`config.mk`:
```
export PLATFORM = sky130hd
export DESIGN_NAME = fetch_sequencer
export DESIGN_NICKNAME = d
export VERILOG_FILES = /design/src/rtl/fetch_sequencer.sv
export SDC_FILE = /design/constraint.sdc
export NUM_CORES = 1
export LEC_CHECK = 0
export CORE_ASPECT_RATIO = 1.75
export CORE_MARGIN = 10
export CORE_UTILIZATION = 45
export DETAILED_ROUTE_END_ITERATION = 10
export GPL_TIMING_DRIVEN = 0
export PLACE_DENSITY = 0.73
export SETUP_SLACK_MARGIN = 0.3
export SLEW_MARGIN = 20
export SYNTH_ARGS = -nofsm -noshare
export SYNTH_HDL_FRONTEND = slang
export SYNTH_SLANG_ARGS = --single-unit
```
`constraint.sdc`:
```
create_clock -name clk -period 4.9 [get_ports clk]
set_input_delay 0.49 -clock clk [delete_from_list [all_inputs] [get_ports clk]]
set_output_delay 0.49 -clock clk [all_outputs]
set_load 0.1 [all_outputs]
```
`src/rtl/fetch_sequencer.sv`:
```
// Stall-aware fetch stage: walks a snapshot of the packed program, one word per handshake.
// Optional FETCH_SEQ_LOOP_EN wraps to word 0 instead of terminating.
module fetch_sequencer #(
    parameter int WORD_W = 32,
    parameter int DEPTH  = 10,
    parameter int PC_W   = 4
) (
    input  logic                    clk,
    input  logic                    rst_n,
    input  logic                    start,
    input  logic                    abort,
    input  logic [DEPTH*WORD_W-1:0] program_addr_array,
    output logic [WORD_W-1:0]       instr,
    output logic                    instr_valid,
    input  logic                    instr_ready,
    output logic [PC_W-1:0]         pc,
    output logic                    busy,
    output logic                    done,
    output logic [7:0]              issued_cnt
);

    typedef enum logic [1:0] {
        IDLE  = 2'd0,
        FETCH = 2'd1,
        ISSUE = 2'd2,
        DONE  = 2'd3
    } state_t;

    localparam logic [PC_W-1:0] LAST_PC = PC_W'(DEPTH - 1);

    state_t                    state_q, state_d;
    logic [DEPTH*WORD_W-1:0]   snap_q, snap_d;
    logic [WORD_W-1:0]         instr_q, instr_d;
    logic                      valid_q, valid_d;
    logic [PC_W-1:0]           pc_q, pc_d;
    logic                      busy_q, busy_d;
    logic                      done_q, done_d;
    logic [7:0]                cnt_q, cnt_d;
    logic [WORD_W-1:0]         cur_word;

    always_comb begin
        cur_word = '0;
        for (int k = 0; k < DEPTH; k++) begin
            if (pc_q == PC_W'(k)) begin
                cur_word = snap_q[k*WORD_W +: WORD_W];
            end
        end
    end

    always_comb begin
        state_d = state_q;
        snap_d  = snap_q;
        instr_d = instr_q;
        pc_d    = pc_q;
        cnt_d   = cnt_q;
        unique case (state_q)
            IDLE: begin
                if (start) begin
                    snap_d  = program_addr_array;
                    pc_d    = '0;
                    cnt_d   = '0;
                    state_d = FETCH;
                end
            end
            FETCH: begin
                if (cur_word == '0) begin
`ifdef FETCH_SEQ_LOOP_EN
                    if (pc_q != '0) begin
                        pc_d    = '0;
                        state_d = FETCH;
                    end else begin
                        state_d = DONE;
                    end
`else
                    state_d = DONE;
`endif
                end else begin
                    instr_d = cur_word;
                    state_d = ISSUE;
                end
            end
            ISSUE: begin
                if (instr_ready) begin
                    if (cnt_q != 8'hFF) begin
                        cnt_d = cnt_q + 8'd1;
                    end
                    if (pc_q == LAST_PC) begin
`ifdef FETCH_SEQ_LOOP_EN
                        pc_d    = '0;
                        state_d = FETCH;
`else
                        state_d = DONE;
`endif
                    end else begin
                        pc_d    = pc_q + 1'b1;
                        state_d = FETCH;
                    end
                end
            end
            DONE: state_d = IDLE;
            default: state_d = IDLE;
        endcase
        // Abort discards everything decided above, including a same-cycle handshake.
        if (abort) begin
            state_d = IDLE;
            snap_d  = snap_q;
            instr_d = instr_q;
            pc_d    = pc_q;
            cnt_d   = cnt_q;
        end
        valid_d = (state_d == ISSUE);
        busy_d  = (state_d == FETCH) || (state_d == ISSUE);
        done_d  = (state_d == DONE);
    end

    always_ff @(posedge clk or negedge rst_n) begin
        if (!rst_n) begin
            state_q <= IDLE;
            snap_q  <= '0;
            instr_q <= '0;
            valid_q <= 1'b0;
            pc_q    <= '0;
            busy_q  <= 1'b0;
            done_q  <= 1'b0;
            cnt_q   <= '0;
        end else begin
            state_q <= state_d;
            snap_q  <= snap_d;
            instr_q <= instr_d;
            valid_q <= valid_d;
            pc_q    <= pc_d;
            busy_q  <= busy_d;
            done_q  <= done_d;
            cnt_q   <= cnt_d;
        end
    end

    assign instr       = instr_q;
    assign instr_valid = valid_q;
    assign pc          = pc_q;
    assign busy        = busy_q;
    assign done        = done_q;
    assign issued_cnt  = cnt_q;

endmodule

```
==> results by group <==
Routing
  – Via count: 14,540
  – DR top layer: met5
  – Drt pass-1 iters: 5
  – Met3 wire length: about 5600 um
  – DR vias/cell: 6.14
  – Routed met1 length: 24,200 um
  – Residual DRC: 0
  – Met2 WL: ~36,000 um
  – Initial DRC count: roughly 1,600
  – Avg WL per Cell: approximately 30 um
  – Detailed-route wire length: 71,300 um
  – DRT antenna net count: 0

Timing
  – Final period util: 0.919
  – Slew Viols, Final: 0
  – Clock Skews: 0.0162 ns
  – Slew margin rel.: 0.277
  – Final worst path period need: approximately 4.5 ns
  – Hold Vio Cnt, Final: 0
  – Setup TNS: 0 ns
  – Fmax: around 220 MHz
  – Actual slew at the worst max-slew pin: 1.09 ns
  – RSZ-0062 raised after global routing: false
  – Post-route setup slack: around 0.4 ns
  – Setup violations, final: 0

Clock tree
  – CTS clk-pin slew, worst paths: 0.07 ns
  – Root Driver: clkbuf_16
  – Clk Latency, worst-skew pair: 0.54 ns
  – Clock sink total: 369
  – CTS tree: done
  – Total CTS buffers: 36
  – CTS H-Tree Depth: 2
  – Clock buffer depth: 3

Synthesis
  – Largest cells by area after synthesis: dfrtp_1 (54%), mux2_2 (18%), a21oi_1 (2.8%), o21ai_0 (2.6%), mux2_4 (2.2%)
  – Mean cell area of the mapped netlist: 11.9 um^2
  – Unique cell type count in the Yosys netlist: between 60 and 70
  – Sequential area share after synthesis: 0.539
  – Synth Instances: ~1,400
  – EDFF count, synth: 0
  – Area leader, netlist: dfrtp_1
  – Syn_nets: 1,777
  – Synthesized cell area: 17,100 um^2
  – Seq cells post-synth: 369
  – Fraction of registers with async set/reset: 1.00
  – Synth top area share: 0.539
  – Synth Flop Type: dfrtp_1
  – YS warnings: 0

Job
  – MaxCap Viol Count: 0

GRT
  – Initial antenna violation count: 3
  – First-pass GRT wire length: 102,000 um
  – Number of global-route vias before repair: 15,463
  – Largest net degree at the start of global routing: 101
  – GR Overflow Total: 0
  – Gr usage total: 0.292

Critical path
  – Critical path required time: between 5 and 6 ns
  – Flop2flop setup slack: 0.40 ns
  – Crit end category: flip-flop
  – Reg2reg path depth: 15
  – Critical-path maximum fanout: 10
  – Crit start category: flip-flop
  – FF-to-FF Start: pc[0]$_DFFE_PN0P_
  – Crit path DAT: 4.92 ns
  – Reg2reg end: instr[23]$_DFFE_PN0P_
  – WS Path Type: flip-flop to flip-flop

Layout
  – Post-layout util: 0.611
  – Most frequent cells in the layout: clkdlybuf4s50_1 (370), dfrtp_1 (369), mux2_2 (280), a21oi_1 (96), o21ai_0 (88)
  – Share of layout cells above drive strength 1: 0.238
  – Final nets: 2,195
  – Area Growth Syn to Fin: 34.3%
  – FILL cells: between 3,000 and 4,000
  – Most common cell after layout, fill and taps aside: clkdlybuf4s50_1

Die
  – Chip width: 167 um
  – Die height: 278 um
  – Die Area: 46,600 um^2
  – I/O pin cnt: about 370
  – Total core area: 37,600 um^2
  – Num rows: 94
  – Initial core utilization: 0.455

Placement
  – DP Wirelength: ~55,000 um
  – IO Port Bufs: 371
  – Routability cong.: 0.949
  – DP Worst Slack: -0.524 ns

Power
  – Power Dens Cells: 452 nW/um^2
  – LEAKAGE: 0.00937 uW
  – Total power: slightly above 10,000 uW
  – Worst vdd ir: about 260 uV

Status
  – Outcome: finished clean

Hold path
  – Worst Hold Class: input pin to async pin
-- final cells by class --
| type | instances | area, um^2 | area share |
|---|---|---|---|
| plain buffers | 113 | 547 | 0.0238 |
| clock buffers | 50 | 1040 | 0.0454 |
| inverters | 53 | 199 | 0.00865 |
| diodes | 1 | 2.50 | 0.000109 |
| flip-flops and latches | 369 | 9230 | 0.402 |
| clock inverters | 13 | 168 | 0.00729 |
| multi-input cells | 910 | 7340 | 0.319 |
| well taps | 480 | 601 | 0.0261 |
| repair buffers | 380 | 3870 | 0.168 |
-- report_power, final --
part           switching (uW)  internal [uW]  leakage [uW]
sequential                434           3750       0.00441
clock                    1220           1700      0.000601
combinational            1990           1300       0.00436
total                    3640           6750       0.00937
-- critical path: stages (launching register included) --
cell,delay (ns)
dfrtp_1,0.47
inv_1,0.10
ha_1,0.21
clkbuf_2,0.19
inv_1,0.12
clkbuf_1,0.46
clkbuf_1,0.59
nor2_1,0.14
nor3_1,0.40
o211ai_1,0.26
nor4bb_2,0.25
and4_2,0.29
nand3_1,0.13
o21a_1,0.21
buf_6,0.22
mux2_4,0.32
-- cell usage after synthesis (4+ instances only) --
cell type  instances
dfrtp_1          369
mux2_2           280
a21oi_1           96
o21ai_0           89
clkbuf_1          82
nand2_1           78
inv_1             53
nor2_1            49
a221oi_1          37
mux2_4            25
o22ai_1           24
a221o_1           21
nand3_1           18
o211ai_1          16
a22oi_1           15
buf_1             14
buf_2             12
nand3b_1          12
nor2b_1           12
a211oi_1          11
nor3_1             9
o21a_1             9
o221ai_1           9
ha_1               7
nand2b_1           6
o221a_2            6
mux2i_1            5
nor3b_1            5
nor4_1             5
o22a_1             5
xor2_1             5
and3_1             4
buf_6              4
o2bb2ai_1          4
-- sequential cells by signal, summed over array words and instances (netlist names) --
register / flops
instr: 32
instr_valid: 1
snap_q: 320
state_q: 2
busy: 1
done: 1
pc: 4
issued_cnt: 8
-- cell families (layout without fill, tap and decap cells) --
family | Yosys count | in the layout | synth area share
mux | 310 | 310 | 0.209
fa+ha+maj | 7 | 7 | 0.00511
simple gates | 218 | 218 | 0.0619
other cells | 0 | 1 | 0
flops | 369 | 369 | 0.539
compound gates | 368 | 368 | 0.142
buf+inv | 166 | 609 | 0.0392
xor+xnor | 7 | 7 | 0.00358
-- routing by layer --
| layer | vias to the layer above | track usage |
|---|---|---|
| met5 | - | 0 |
| met4 | 4 | 0.228 |
| met3 | 256 | 0.0608 |
| met2 | 859 | 0.491 |
| met1 | 7293 | 0.314 |
| li1 | 6128 | - |
-- worst max path at each step --
stage | startpoint | to | slack [ns] | cells after the start
after floorplan | pc[0]$_DFFE_PN0P_ | busy$_DFF_PN0_ | 0.37 | 14
after global placement | rst_n | snap_q[164]$_DFFE_PN0P_ | -12.53 | 1
after detailed placement | pc[0]$_DFFE_PN0P_ | busy$_DFF_PN0_ | -0.52 | 16
after CTS | pc[1]$_DFFE_PN0P_ | busy$_DFF_PN0_ | 0.26 | 17
after global routing | pc[0]$_DFFE_PN0P_ | busy$_DFF_PN0_ | 0.30 | 16
final | pc[0]$_DFFE_PN0P_ | instr[23]$_DFFE_PN0P_ | 0.40 | 15
-- through the flow --
stage | std cells | area [um^2] | hold slack (ns)
after CTS | 2368 | 22900 | 0.361
final | 2369 | 23000 | 0.358
after global placement | 2296 | 21400 | 0.483
after global routing | 2369 | 23000 | 0.367
after detailed placement | 2302 | 21600 | 0.314
after floorplan | 1445 | 17100 | 0.194
-- repair_timing --
item                       4_1_cts  5_1_grt
pin swaps                        0        2
buffers inserted                 2        0
resized for setup               30       55
hold endpoints to repair        12        0
hold buffers                     1        0
setup endpoints to repair       36       33
Note: power is estimated with default switching activity, not from simulation.
